`src/rtl/pipe_skid_buffer.sv`:
```
// Two-entry skid buffer for a valid/ready pipeline stage.
// All outputs come straight from flops: the skid register absorbs the single
// beat that may arrive in the cycle in which downstream stalls.
// Optional feature: define PIPE_SKID_FLUSH_EN to add the flush input, which
// empties the buffer. In the default build the port is absent and flush is
// held at 0.
module pipe_skid_buffer #(
    parameter int unsigned WIDTH = 32
) (
    input  logic             clk,
    input  logic             rst,
`ifdef PIPE_SKID_FLUSH_EN
    input  logic             flush,
`endif
    input  logic             in_valid,
    output logic             in_ready,
    input  logic [WIDTH-1:0] in_data,
    output logic             out_valid,
    input  logic             out_ready,
    output logic [WIDTH-1:0] out_data,
    output logic [1:0]       count
);

    localparam int unsigned CNT_W = 2;

    typedef enum logic [1:0] {
        EMPTY = 2'd0,
        BUSY  = 2'd1,
        FULL  = 2'd2
    } state_t;

    state_t             r_state;
    logic [WIDTH-1:0]   r_out_data;
    logic [WIDTH-1:0]   r_skid_data;
    logic               r_in_ready;
    logic               r_out_valid;
    logic [CNT_W-1:0]   r_count;

    logic               w_flush;
    logic               w_accept;
    logic               w_pop;

`ifdef PIPE_SKID_FLUSH_EN
    assign w_flush = flush;
`else
    assign w_flush = 1'b0;
`endif

    // Handshakes are qualified by the registered ready/valid the block presents
    assign w_accept = in_valid & r_in_ready;
    assign w_pop    = r_out_valid & out_ready;

    // State machine with registered handshake outputs and occupancy
    always_ff @(posedge clk) begin
        if (rst) begin
            r_state     <= EMPTY;
            r_out_data  <= '0;
            r_skid_data <= '0;
            r_in_ready  <= 1'b1;
            r_out_valid <= 1'b0;
            r_count     <= CNT_W'(0);
        end else if (w_flush) begin
            r_state     <= EMPTY;
            r_in_ready  <= 1'b1;
            r_out_valid <= 1'b0;
            r_count     <= CNT_W'(0);
        end else begin
            case (r_state)
                EMPTY: begin
                    if (w_accept) begin
                        r_state     <= BUSY;
                        r_out_data  <= in_data;
                        r_in_ready  <= 1'b1;
                        r_out_valid <= 1'b1;
                        r_count     <= CNT_W'(1);
                    end
                end
                BUSY: begin
                    if (w_accept && !w_pop) begin
                        // Downstream stalled: park the new beat in the skid reg
                        r_state     <= FULL;
                        r_skid_data <= in_data;
                        r_in_ready  <= 1'b0;
                        r_out_valid <= 1'b1;
                        r_count     <= CNT_W'(2);
                    end else if (w_pop && !w_accept) begin
                        r_state     <= EMPTY;
                        r_in_ready  <= 1'b1;
                        r_out_valid <= 1'b0;
                        r_count     <= CNT_W'(0);
                    end else if (w_pop && w_accept) begin
                        r_out_data  <= in_data;
                    end
                end
                FULL: begin
                    if (w_pop) begin
                        r_state     <= BUSY;
                        r_out_data  <= r_skid_data;
                        r_in_ready  <= 1'b1;
                        r_out_valid <= 1'b1;
                        r_count     <= CNT_W'(1);
                    end
                end
                default: begin
                    r_state     <= EMPTY;
                    r_in_ready  <= 1'b1;
                    r_out_valid <= 1'b0;
                    r_count     <= CNT_W'(0);
                end
            endcase
        end
    end

    assign in_ready  = r_in_ready;
    assign out_valid = r_out_valid;
    assign out_data  = r_out_data;
    assign count     = r_count;

endmodule

```
`config.mk`:
```
export PLATFORM = sky130hd
export DESIGN_NAME = pipe_skid_buffer
export DESIGN_NICKNAME = d
export VERILOG_FILES = /design/src/rtl/pipe_skid_buffer.sv
export SDC_FILE = /design/constraint.sdc
export NUM_CORES = 1
export LEC_CHECK = 0
export CAP_MARGIN = 20
export CORE_ASPECT_RATIO = 1.25
export CORE_MARGIN = 4
export CORE_UTILIZATION = 45
export CTS_CLUSTER_DIAMETER = 120
export DETAILED_ROUTE_END_ITERATION = 8
export HOLD_SLACK_MARGIN = 0.08
export PLACE_DENSITY = 0.74
export SETUP_SLACK_MARGIN = 0.5
export SYNTH_ARGS = -nofsm -noshare
export SYNTH_HDL_FRONTEND = slang
export SYNTH_SLANG_ARGS = --single-unit
```
`constraint.sdc`:
```
create_clock -name clk -period 1.6 [get_ports clk]
set_input_delay 0.16 -clock clk [delete_from_list [all_inputs] [get_ports clk]]
set_output_delay 0.16 -clock clk [all_outputs]
set_load 0.005 [all_outputs]
```
==> results.ini, run 1 <==
[status]
status=finished, violations left
violations=setup timing

[drt]
ant_nets=0
drt-vias-per-instance=5.52
drt-initial-drc-count=148
drc=0
routedWlPerCell_um=19.5
drtPass1Iterations=5
vias=2805
wl_um=9890

[cells_and_area]
multi_input_area_sq_mm=0.00197
final_cells=508
finalNetCount=458
seqCellArea_sq_mm=0.00141
nFillCells=447
drive_above_1_share_pct=52.7
diodes=0
syn_to_final_growth_pct=64.3

[yosys]
synth_edf_count=0
dominantRegCellSynth=dfxtp_1
synth_area_leaders=dfxtp_1, a211oi_2, mux2i_1
syn_nets=362
yosysTopAreaCellShare_pct=45.2
synth.avg_cell_area_sq_um=9.32
synth_cell_types=22
yosysTopAreaCell=dfxtp_1
ys_warn_count=0
netlist_area_sq_mm=0.00301
yosysSeqAreaShare_pct=45.2
synth.most_common_cell=nand2_1
synth_seq_cells=68
synth_cells=323
netlist_top_cells_count=nand2_1, dfxtp_1, a21oi_1, mux2i_1, nor3_1
synthArstFlopShare_pct=0

[grt]
grt_max_degree=34
track_usage_pct=22.8
grt_pass1_vias=2888
antenna_found_initial=0
grt_pass1_wl_um=14000
gr-total-overflow=0

[timing]
tightest_slew_ns=0.385
period_minus_slack_ns=1.62
finalSetupViolCount=1
drv_slew=0
fmax_mhz=617
min_period_over_period_pct=101
hold_viol=0
holdWs_ns=0.127
grt_setup_unrepaired=true
maxSlewHeadroom_pct=74.3
finalClockSkew_ns=0.00714
setup_ws_ns=-0.0212
fin_setup_tns_ns=-0.0212

[power_and_ir_drop]
p_comb_share_pct=28.6
seqPwrFrac_pct=45.1
power.leakage_nw=2.02
power.switching_mw=1.34
power.density_mw_per_mm2=886
switching_share_pct=30.5
internal_power_mw=3.04
clockPowerShare_pct=26.3
max-vdd-ir-drop_mv=0.636

[worst_setup_path]
criticalPathCategory=in -> reg
cpMaxStageDelayCell=clkdlybuf4s50_1
cpLargestDelayFamily=buffers and inverters
required_ns=1.85
r2r-start=in_ready
critPathMaxFanout=15
path_buf_inv=3
cp-start-kind=primary input
cp-startpoint=in_valid
crit_chain=clkdlybuf4s50_1, nand2_4, inv_4, ha_4, nor2_2, and3_4, or2_4, buf_12, a211oi_2
endpoint_kind=flop
crit_arrival_ns=1.87
cp.depth=9
ff2ff_path_depth=8
cp_slowest_stage_delay_ns=0.55

[hold_path]
hp-class=in -> reg
hp-start=rst
hold_path_depth=2

[cts]
clock_sinks=68
cts_made_buffers=9
clk_latency_ns=0.35
cts-htree-levels=3
path_clk_slew_ns=0.07
cts-root-buf=clkbuf_8
hold_buffers=0
cts.path.max_buffers=2
cts_tree=done

[die]
ios=72
die_area_sq_mm=0.00807
core-area_sq_mm=0.00652
row_count=33
start_util_pct=46.1
die_w_um=81.1
die_h_um=99.4

[placement]
portBuffers=71
placedCellCount=474
dp_hpwl_um=5390
place_congestion=0.828

[run]
cap_violations=0

## placed cells by master, fill, tap and decap left out, types with 2 or more instances in the layout
cell type,n
clkdlybuf4s50_1,34
or2_4,2
dfxtp_2,28
mux2i_1,32
nand2_4,33
buf_6,12
ha_4,2
a21oi_2,33
nor2_1,2
inv_4,2
clkbuf_2,3
nor3_2,9
buf_12,9
clkdlybuf4s15_1,25
a211oi_2,34
buf_4,20
nand2_2,3
nand2_1,33
buf_2,2
clkbuf_16,3
dfxtp_4,4
clkinv_2,2
dfxtp_1,36
clkbuf_8,9
nor3_1,23
dlygate4sd2_1,2
buf_16,3
a21oi_1,5
## stage by stage
stage / power (mW) / area, sq um / util, % / setup WS [ns]
after floorplan: 2.50 / 3080 / - / -0.0238
after global routing: 4.56 / 4940 / 75.8 / -0.0819
after global placement: 2.92 / 3970 / 60.9 / -0.312
final: 4.38 / 4940 / 75.8 / -0.0212
after CTS: 4.15 / 4420 / 67.8 / 0.0532
after detailed placement: 2.96 / 3970 / 60.9 / -0.358
## cell type report
cell class                 instances  area share [%]
clock inverter                     3           0.354
inverter                           3           0.329
tap                               87            2.20
sequential                        68            28.5
timing repair buffer             116            26.2
clock buffer                      10            2.58
multi-input combinational        221            39.8
## routing by layer
metal / global-route usage [%] / routed length, um / up-vias
met1: 25.3 / 3900 / 1403
met5: 0 / 0 / -
met4: 8.84 / 194 / 0
li1: - / - / 1319
met2: 40.9 / 5470 / 65
met3: 5.80 / 322 / 18
## sequential cells by signal (all words and copies together) (netlist names)
name,flops
r_skid_data,32
count,2
out_valid,1
out_data,32
in_ready,1
## worst register-to-register path, delay by kind of cell, from the launching register on
family	cells	cell delay, ns
simple gates	4	0.55
buf+inv	2	0.24
flops	1	0.37
compound gates	1	0.22
fa+ha+maj	1	0.13
## power by group through the flow
| stage | Sequential [mW] | Clock [mW] | Combinational [mW] |
|---|---|---|---|
| floorplan | 1.96 | 0 | 0.539 |
| global placement | 1.97 | 0 | 0.956 |
| detailed placement | 1.97 | 0 | 0.983 |
| CTS | 1.95 | 1.15 | 1.05 |
| global route | 1.99 | 1.24 | 1.34 |
| finish | 1.98 | 1.15 | 1.25 |
## path summary, 6_finish.rpt
check                                      end  slack [ns]
worst max register to register     out_data[3]       -0.01
worst min-delay path                 out_valid        0.13
worst max-delay path               out_data[3]       -0.02
worst min register to register  r_skid_data[1]        0.48
## timing repair
action                                  CTS  global route
buffers inserted                          7             8
endpoints found under the setup margin  104           100
gates cloned                              3             3
endpoints found under the hold margin     0             0
gates resized for setup                 127           127
pin swaps                                44            44
## kinds of logic after synthesis
group | after synthesis | share of synthesized area (%)
AOI/OAI and AO/OA | 74 | 20.4
adders and majority gates | 3 | 1.25
buffers and inverters | 34 | 5.99
DFF | 68 | 45.2
muxes | 33 | 11.0
and+or+nand+nor | 111 | 16.2
Note: power is estimated with default switching activity, not from simulation.
==> inputs of run 2 (changes only) <==
Settings changed: CORE_MARGIN 4 to unset, SLEW_MARGIN set to 10.
==> results.ini, run 2 (synthesis results as in run 1) <==
[timing]
fmax_mhz=626
min_period_over_period_pct=99.8
tightest_slew_ns=0.739
holdWs_ns=0.369
grt_setup_unrepaired=true
maxSlewHeadroom_pct=50.7
hold_viol=0
drv_slew=0
fin_setup_tns_ns=0
period_minus_slack_ns=1.60
finalClockSkew_ns=0.00782
finalSetupViolCount=0

[cells_and_area]
finalNetCount=461
mostFrequentLayoutCells=dfxtp_1, nand2_4, nand2_1, a21oi_2, clkdlybuf4s50_1
nFillCells=418
syn_to_final_growth_pct=64.0
drive_above_1_share_pct=49.2
diodes=0
final_cells=512
mostFrequentLayoutCell=dfxtp_1
final_core_util_pct=78.0

[die]
die_h_um=93.4
start_util_pct=47.6
die_w_um=75.1
die_area_sq_mm=0.00702
row_count=32
ios=72
core-area_sq_mm=0.00633

[placement]
portBuffers=71
placedCellCount=477
dp_hpwl_um=5000
place_congestion=0.786

[cts]
cts.path.max_buffers=2
cts_made_buffers=9
clock_sinks=68
hold_buffers=0
cts-root-buf=clkbuf_8
clk_latency_ns=0.34
cts-htree-levels=3
path_clk_slew_ns=0.07
cts_tree=done

[power_and_ir_drop]
power.switching_mw=1.38
power.density_mw_per_mm2=943
seqPwrFrac_pct=42.3
max-vdd-ir-drop_mv=0.680
internal_power_mw=3.28
clockPowerShare_pct=31.0
p_comb_share_pct=26.7
p_total_mw=4.65
switching_share_pct=29.6
power.leakage_nw=2.04

[worst_setup_path]
crit_arrival_ns=1.85
cp-startpoint=out_valid
path_buf_inv=2
cp-start-kind=flop
cpMaxStageDelayCell=dfxtp_4
reg2reg_slack_ns=0.003
r2r-start=out_valid
criticalPathCategory=reg -> reg
endpoint_kind=flop
cp_slowest_stage_delay_ns=0.36
cpLargestDelayFamily=simple AND/OR/NAND/NOR gates
r2r-end=out_data[29]
critPathMaxFanout=12
ff2ff_path_depth=8
required_ns=1.85
crit_chain=nand2_4, inv_2, ha_2, nor2_1, and3_4, or2_4, buf_12, a211oi_2

[grt]
track_usage_pct=24.8
antenna_found_initial=0
grt_pass1_wl_um=12900
gr-total-overflow=0
grt_pass1_vias=2686
grt_max_degree=24

[drt]
drtPass1Iterations=4
drt-vias-per-instance=5.56
vias=2846
drc=0
routedWlPerCell_um=18.0
drt-initial-drc-count=146
ant_nets=0
wl_um=9230

[hold_path]
hold-path-endpoint=out_valid
hp-class=in -> reg
hp-start=rst
hold_path_depth=2

[run]
cap_violations=0

[status]
status=finished clean

-- run 2: timing repair --
item,in CTS,in global routing
resized for setup,94,138
buffers inserted,8,6
pin swaps,19,59
gates cloned,4,1
setup endpoints to repair,104,101
-- run 2: per-stage QoR --
step	area [sq um]	setup slack (ns)
2_1_floorplan	3080	-0.0238
3_3_place_gp	4000	-0.302
5_1_grt	4930	-0.0540
6_report	4930	0.00301
3_5_place_dp	4000	-0.340
4_1_cts	4440	0.0213
-- run 2: power by group through the flow --
stage | Clock (mW) | Sequential (mW) | Combinational (mW)
3_5_place_dp | 0 | 1.97 | 0.995
4_1_cts | 1.43 | 1.94 | 1.06
2_1_floorplan | 0 | 1.96 | 0.539
6_report | 1.44 | 1.97 | 1.24
3_3_place_gp | 0 | 1.97 | 0.971
5_1_grt | 1.54 | 1.98 | 1.32
-- run 2: how the worst max path moves through the flow --
stage | endpoint | slack, ns | depth (start not counted)
after global placement | out_data[20] | -0.30 | 9
after CTS | out_data[7] | 0.02 | 8
after global routing | out_data[19] | -0.05 | 8
after floorplan | out_data[0] | -0.02 | 10
after detailed placement | out_data[20] | -0.34 | 9
final | out_data[29] | 0.003 | 8
-- run 2: layout make-up --
cell class / count / area (sq um) / share of cell area (%)
timing repair buffer: 119 / 1310 / 26.5
sequential: 68 / 1410 / 28.5
clock inverter: 6 / 63.8 / 1.29
tap: 85 / 106 / 2.16
inverter: 3 / 13.8 / 0.279
multi-input combinational: 221 / 1900 / 38.5
clock buffer: 10 / 138 / 2.79
-- run 2: worst register-to-register path, cell delays in order (launching register included) --
cell and delay, ns:
dfxtp_4 0.36, nand2_4 0.06, inv_2 0.06, ha_2 0.16
nor2_1 0.04, and3_4 0.19, or2_4 0.28, buf_12 0.17
a211oi_2 0.19
-- run 2: metal layers --
layer / vias up / GRT usage, % / share of wire, %
met4: 0 / 13.1 / 1.6
met2: 77 / 43.7 / 55
met1: 1418 / 27.9 / 40
met5: - / 0 / 0
met3: 16 / 3.88 / 3.4
li1: 1335 / - / -
==> inputs of run 3 (changes only) <==
Settings changed: CORE_ASPECT_RATIO 1.25 to 1.1.
==> results.ini, run 3 (synthesis results as in run 1) <==
[status]
status=finished clean

[die]
ios=72
die_w_um=80.0
die_area_sq_mm=0.00702
core-area_sq_mm=0.00631
row_count=30
die_h_um=87.8
start_util_pct=47.7

[cells_and_area]
mostFrequentLayoutCell=nand2_1
diodes=0
nFillCells=490
multi_input_area_sq_mm=0.00153
final_cells=493
finalNetCount=447
drive_above_1_share_pct=31.2
mostFrequentLayoutCells=nand2_1, dfxtp_1, a21oi_1
syn_to_final_growth_pct=44.8
seqCellArea_sq_mm=0.00140

[drt]
ant_nets=0
wl_um=7590
routedWlPerCell_um=15.4
vias=2644
drc=0
drt-initial-drc-count=136
route.met2.wl_um=3760
drtPass1Iterations=4
drt-vias-per-instance=5.36
top_layer=met4
wl_met1_um=3350
wl_met3_um=362

[grt]
track_usage_pct=22.2
gr-total-overflow=0
antenna_found_initial=0
grt_pass1_vias=2538
grt_max_degree=39
grt_pass1_wl_um=11900

[timing]
min_period_over_period_pct=96.5
finalClockSkew_ns=0.00632
period_minus_slack_ns=1.54
grt_setup_unrepaired=true
fmax_mhz=648
tightest_slew_ns=0.430
finalSetupViolCount=0
holdWs_ns=0.244
hold_viol=0
drv_slew=0
maxSlewHeadroom_pct=71.3

[worst_setup_path]
cp-startpoint=in_ready
critPathMaxFanout=9
crit_arrival_ns=1.82
r2r-start=in_ready
cp-start-kind=flop
endpoint_kind=flop
criticalPathCategory=reg -> reg
required_ns=1.87

[placement]
place_congestion=0.764
dp_hpwl_um=4720
placedCellCount=465
portBuffers=71

[cts]
cts_tree=done
cts.path.max_buffers=2
clock_sinks=68
cts_made_buffers=9
cts-root-buf=clkbuf_8
hold_buffers=0
path_clk_slew_ns=0.07
cts-htree-levels=3
clk_latency_ns=0.34

[power_and_ir_drop]
power.density_mw_per_mm2=1020
power.leakage_nw=1.88
max-vdd-ir-drop_mv=0.570

[run]
cap_violations=0

[hold_path]
hp-class=in -> reg
hp-start=rst

[run 3: cell types whose count changed in the layout (fill, tap and decap cells not counted), sizes merged]
cell           previous run  this run
clkbuf                   12        16
buf                      52        36
dlymetal6s2s              1         3
clkinv                    3         2
clkdlybuf4s15            27        24
[run 3: worst max-delay path, stage by stage, from the launching register on]
cell and delay (ns):
dfxtp_4 0.36, nand2_2 0.08, inv_2 0.05, ha_4 0.15, buf_4 0.13, nand3b_1 0.17
buf_6 0.17, buf_6 0.15, nand2_1 0.07, a21oi_1 0.14
[run 3: path summary, 6_finish.rpt]
check / endpoint / slack [ns] / cells past startpoint
worst min register to register: r_skid_data[13] / 0.45 / 2
worst min-delay path: out_valid / 0.24 / 2
worst max register to register: r_skid_data[17] / 0.06 / 9
worst max-delay path: r_skid_data[17] / 0.06 / 9
[run 3: report_power, final]
| group | internal [mW] | total (mW) | switching (mW) |
|---|---|---|---|
| Combinational | 0.545 | 1.02 | 0.477 |
| Sequential | 1.85 | 1.93 | 0.0823 |
| Clock | 0.814 | 1.47 | 0.660 |
[run 3: cell type report]
| cell class | count | share of cell area, % |
|---|---|---|
| well taps | 80 | 2.30 |
| flip-flops and latches | 68 | 32.2 |
| clock inverters | 5 | 1.35 |
| inverters | 3 | 0.258 |
| repair buffers | 105 | 25.3 |
| clock buffers | 11 | 3.50 |
| multi-input cells | 221 | 35.1 |
[run 3: layer usage]
layer,GRT usage [%],vias to the layer above
li1,-,1302
met1,26.7,1269
met2,37.8,66
met3,5.00,7
met4,10.2,0
met5,0,-
[run 3: stage by stage]
step	area [sq um]	utilization (%)	worst slack [ns]	setup TNS [ns]	power, mW
2_1_floorplan	3080	-	-0.0238	-0.697	2.50
4_1_cts	4230	67.0	0.0643	0	4.41
5_1_grt	4360	69.1	-0.0489	-0.243	4.65
3_3_place_gp	3910	62.0	-0.336	-12.44	2.90
3_5_place_dp	3910	62.0	-0.394	-14.13	2.93
6_report	4360	69.1	0.0559	0	4.43
[run 3: what timing repair did]
| item | 4_1_cts | 5_1_grt |
|---|---|---|
| gates cloned | 0 | 3 |
| pin swaps | 1 | 15 |
| buffers inserted | 6 | 3 |
| resized for setup | 90 | 40 |
| setup endpoints to repair | 104 | 95 |
==> patch 1 (settings of run 2) <==
Reset style: asynchronous (`rst`), changed in one clocked block.
--- a/src/rtl/pipe_skid_buffer.sv
+++ b/src/rtl/pipe_skid_buffer.sv
@@ -51,7 +51,7 @@
     assign w_pop    = r_out_valid & out_ready;
 
     // State machine with registered handshake outputs and occupancy
-    always_ff @(posedge clk) begin
+    always_ff @(posedge clk or posedge rst) begin
         if (rst) begin
             r_state     <= EMPTY;
             r_out_data  <= '0;
Function: differs if rst is asserted again (counterexample within 4 cycles, from zero or initial values and one cycle with rst high); with rst held inactive, the same outputs for 4 cycles.
==> patch 1 against run 2 <==
- the flow now finishes with violations (negative setup slack)
- sequential cell count did not move
- wire length decreased by 25%
- global-route usage down 5.8 points
- worst setup slack lost 130 ps
- via count is 28% lower
- final area is 6.3% lower
- die area is 5.9% higher
- synthesized cell count shrank 38%
- area after synthesis grew 6.1%
Power is not compared: it rests on default switching activity, and its combinational part moved more than twofold at a synthesized area within 25%.
==> patch 1: results (changes against run 2) <==
status: "finished with violations"  # was finished clean
cp.arrival_ps: 1950  # was 1850 ps
syn_area_per_cell_um2: 16.0  # was 9.32 um2
leakagePower_nw: 2.39
reg2reg_depth: 7  # was 8
ys_warn_count: 0  # unchanged
tns_ps: -3610  # was 0 ps
track_usage: 0.189  # was 0.248
pre_cts_ws_ps: -298  # was -340 ps
ant_nets: 0  # unchanged
synth_cell_type_count: 22  # unchanged
async_flop_share: 1.00  # was 0
io_buffers: 71  # unchanged
grt_max_degree: 69  # was 24
grt_pass1_wl_mm: 10.7  # was 12.9 mm
whs_ps: 274  # was 369 ps
setup-violations-final: 48  # was 0
drive_above_1_share: 0.663  # was 0.492
viasPerCell: 5.02  # was 5.56
synth_area_leaders: "dfrtp_1 (53%), mux2_2 (23%), mux2_4 (14%)"  # was dfxtp_1 (45%), a211oi_2 (13%), mux2i_1 (11%)
dpl.hpwl_mm: 3.90  # was 5.00 mm
gp_congestion: 0.751  # was 0.786
synth_seq_area_share: 0.534  # was 0.452
cp_max_fo: 17  # was 12
cp-startpoint: "in_ready"  # was out_valid
htree_levels: 3  # unchanged
synth_common_cells: "dfrtp_1 (67), mux2_2 (66), mux2_4 (30)"  # was nand2_1 (69), dfxtp_1 (68), a21oi_1 (38)
endpoint: "out_data[27]"  # was out_data[29]
clkTransAtPathRegs_ps: 80
antenna_found_initial: 0  # unchanged
drt_iter0_drc: 82  # was 146
drt_first_pass_iters: 4  # unchanged
tightest_slew_ps: 357  # was 739 ps
syn_nets: 238  # was 362
vias: 2057  # was 2846
placed_cells: 360  # was 477
post_dp_cell_area_mm2: 0.00414  # was 0.00400 mm2
finalClockSkew_ps: 7.89  # was 7.82 ps
finalWorstSetupSlack_ps: -123  # was 3.01 ps
hold_class: "in -> async"  # was in -> reg
wl_per_cell_um: 16.9  # was 18.0 um
failed_checks: "negative setup slack"
-- patch 1: cell count changes in the layout (fill, tap and decap cells not counted), moves of 33 or more --
cell	change
mux2_2	+66
dfxtp_1	-40
dfrtp_1	+66
a211oi_2	-33
a21oi_2	-33
nand2_1	-34
-- patch 1: layout make-up --
cell class                 instances  area, um2
fill                             493       2070
sequential                        68       1700
multi-input combinational        117       1440
timing repair buffer             118       1110
clock buffer                      11        151
tap                               87        109
clock inverter                     5       83.8
inverter                           4       21.3
-- patch 1: repair_timing --
| item | in CTS | in global routing |
|---|---|---|
| pin swaps | 0 | 1 |
| buffers inserted | 19 | 11 |
| setup endpoints to repair | 104 | 83 |
| gates resized for setup | 134 | 18 |
| gates cloned | 1 | 3 |
-- patch 1: per-layer routing --
layer	vias to the layer above	part of all wire	track usage	routed length (um)
li1	952	-	-	-
met1	1036	0.45	0.243	3120
met2	55	0.49	0.304	3410
met3	14	0.039	0.0351	271
met4	0	0.020	0.104	142
met5	-	0	0	0
-- patch 1: cell families (layout without fill, tap and decap cells) --
family	count (synthesis)	count (layout)	synth area share
simple gates	8	8	0.0145
mux	96	96	0.374
flops	68	68	0.534
compound gates	10	10	0.0274
buf+inv	14	138	0.0388
fa+ha+maj	3	3	0.0118
-- patch 1: power by group --
| group | internal (W) | leakage [nW] | switching [W] | total (W) |
|---|---|---|---|---|
| combinational | 0.0000823 | 1.33 | 0.0000570 | 0.000139 |
| sequential | 0.00172 | 0.941 | 0 | 0.00172 |
| clock | 0.000965 | 0.112 | 0.000675 | 0.00164 |
| total | 0.00277 | 2.39 | 0.000732 | 0.00350 |
-- patch 1: worst max-delay path, stage by stage (launching register included) --
cell and delay [ps]:
dfstp_2 560, nand2_4 80, inv_4 80, ha_4 140, nor2_2 40, a31o_4 230
buf_12 170, mux2_4 310
==> patch 2 (flow settings as in run 2) <==
Made on the original files. The option `PIPE_SKID_FLUSH_EN` is turned on by a define.
--- a/src/rtl/pipe_skid_buffer.sv
+++ b/src/rtl/pipe_skid_buffer.sv
@@ -4,6 +4,8 @@
 // Optional feature: define PIPE_SKID_FLUSH_EN to add the flush input, which
 // empties the buffer. In the default build the port is absent and flush is
 // held at 0.
+`define PIPE_SKID_FLUSH_EN
+
 module pipe_skid_buffer #(
     parameter int unsigned WIDTH = 32
 ) (
Interface: changed (added flush); port bits go from 72 to 73. No check against the original RTL was run, so the function may have changed too.
==> patch 2 against run 2 <==
- the run now ends with negative setup slack left
- final area down 14%
- worst setup slack worse by 440 ps
- non-clock buffer count fell by 15
- cell count rose by 2.7%
- sequential cell count unchanged
- wire length decreased by 14%
- power down 21%
- area after synthesis is 2.7% lower
==> patch 2: results (changes against run 2) <==
gp_congestion: 0.832  # was 0.786
grt_pass1_wl_mm: 12.4  # was 12.9 mm
drive_above_1_share: 0.263  # was 0.492
r2r-end: "out_data[11]"  # was out_data[29]
synth_common_cells: "nand2_1 (131), dfxtp_1 (68), a21oi_1 (67)"  # was nand2_1 (69), dfxtp_1 (68), a21oi_1 (38)
p_comb_w: 0.000655  # was 0.00124 W
routed_wl_mm: 7.96  # was 9.23 mm
status: "finished with violations"  # was finished clean
whs_ps: 360  # was 369 ps
pwr-share-clk: 0.320  # was 0.310
failed_checks: "negative setup slack"
max_stage_delay_ps: 520  # was 360 ps
synth_area_leaders: "dfxtp_1 (46%), nand2_1 (17%), a21oi_1 (11%)"  # was dfxtp_1 (45%), a211oi_2 (13%), mux2i_1 (11%)
synth_seq_area_share: 0.465  # was 0.452
synth_cell_type_count: 26  # was 22
ir_drop_v: 0.000565  # was 0.000680 V
grt_max_degree: 36  # was 24
dpl.hpwl_mm: 4.81  # was 5.00 mm
rr_startpoint: "in_ready"  # was out_valid
viasPerCell: 5.39  # was 5.56
switchingPower_w: 0.000971  # was 0.00138 W
reg2reg_depth: 9  # was 8
setup-violations-final: 64  # was 0
finalWorstSetupSlack_ps: -434  # was 3.01 ps
final_nets: 477  # was 461
syn_nets: 393  # was 362
whs_endpoint: "r_skid_data[25]"  # was out_valid
cp.arrival_ps: 2230  # was 1850 ps
finalClockSkew_ps: 11.7  # was 7.82 ps
post_dp_cell_area_mm2: 0.00383  # was 0.00400 mm2
-- patch 2: repair_timing --
action                     in CTS  in global routing
setup buffers                   3                  4
pin swaps                       6                 12
gates resized for setup        71                 52
cloned                          1                  1
setup endpoints to repair     104                 98
-- patch 2: logic make-up (layout without fill, tap and decap cells) --
group | count (synthesis) | after routing | share of synthesized area
buffers and inverters | 33 | 121 | 0.0662
flip-flops | 68 | 68 | 0.465
AND/OR/NAND/NOR | 147 | 147 | 0.202
AO/OA/AOI/OAI | 102 | 102 | 0.255
adder cells (fa/ha/maj) | 3 | 3 | 0.0128
-- patch 2: metal layers --
metal	vias up	routed length (um)	track usage
li1	1386	-	-
met1	1327	3280	0.281
met2	102	4070	0.397
met3	21	398	0.0429
met4	0	214	0.139
met5	-	0	0
-- patch 2: worst max path at each step --
stage | start | end | slack, ps | cells past startpoint
2_1_floorplan | in_ready | out_data[21] | -360 | 9
3_3_place_gp | in_valid | out_data[9] | -650 | 8
3_5_place_dp | in_valid | out_data[13] | -670 | 8
4_1_cts | in_ready | out_data[16] | -410 | 9
5_1_grt | out_valid | out_data[29] | -500 | 9
6_report | in_ready | out_data[11] | -430 | 9
-- patch 2: area by class of cell --
| type | count | area share |
|---|---|---|
| flip-flops and latches | 68 | 0.330 |
| clock inverters | 5 | 0.00711 |
| inverters | 2 | 0.00237 |
| clock buffers | 10 | 0.0302 |
| repair buffers | 104 | 0.253 |
| well taps | 85 | 0.0252 |
| multi-input cells | 252 | 0.352 |
-- patch 2: metrics by stage --
stage | std cells | power, W | TNS, ps
after detailed placement | 502 | 0.00247 | -29640
after CTS | 521 | 0.00362 | -14020
final | 526 | 0.00366 | -15290
after global routing | 526 | 0.00383 | -21140
after floorplan | 353 | 0.00215 | -11020
after global placement | 502 | 0.00246 | -28670
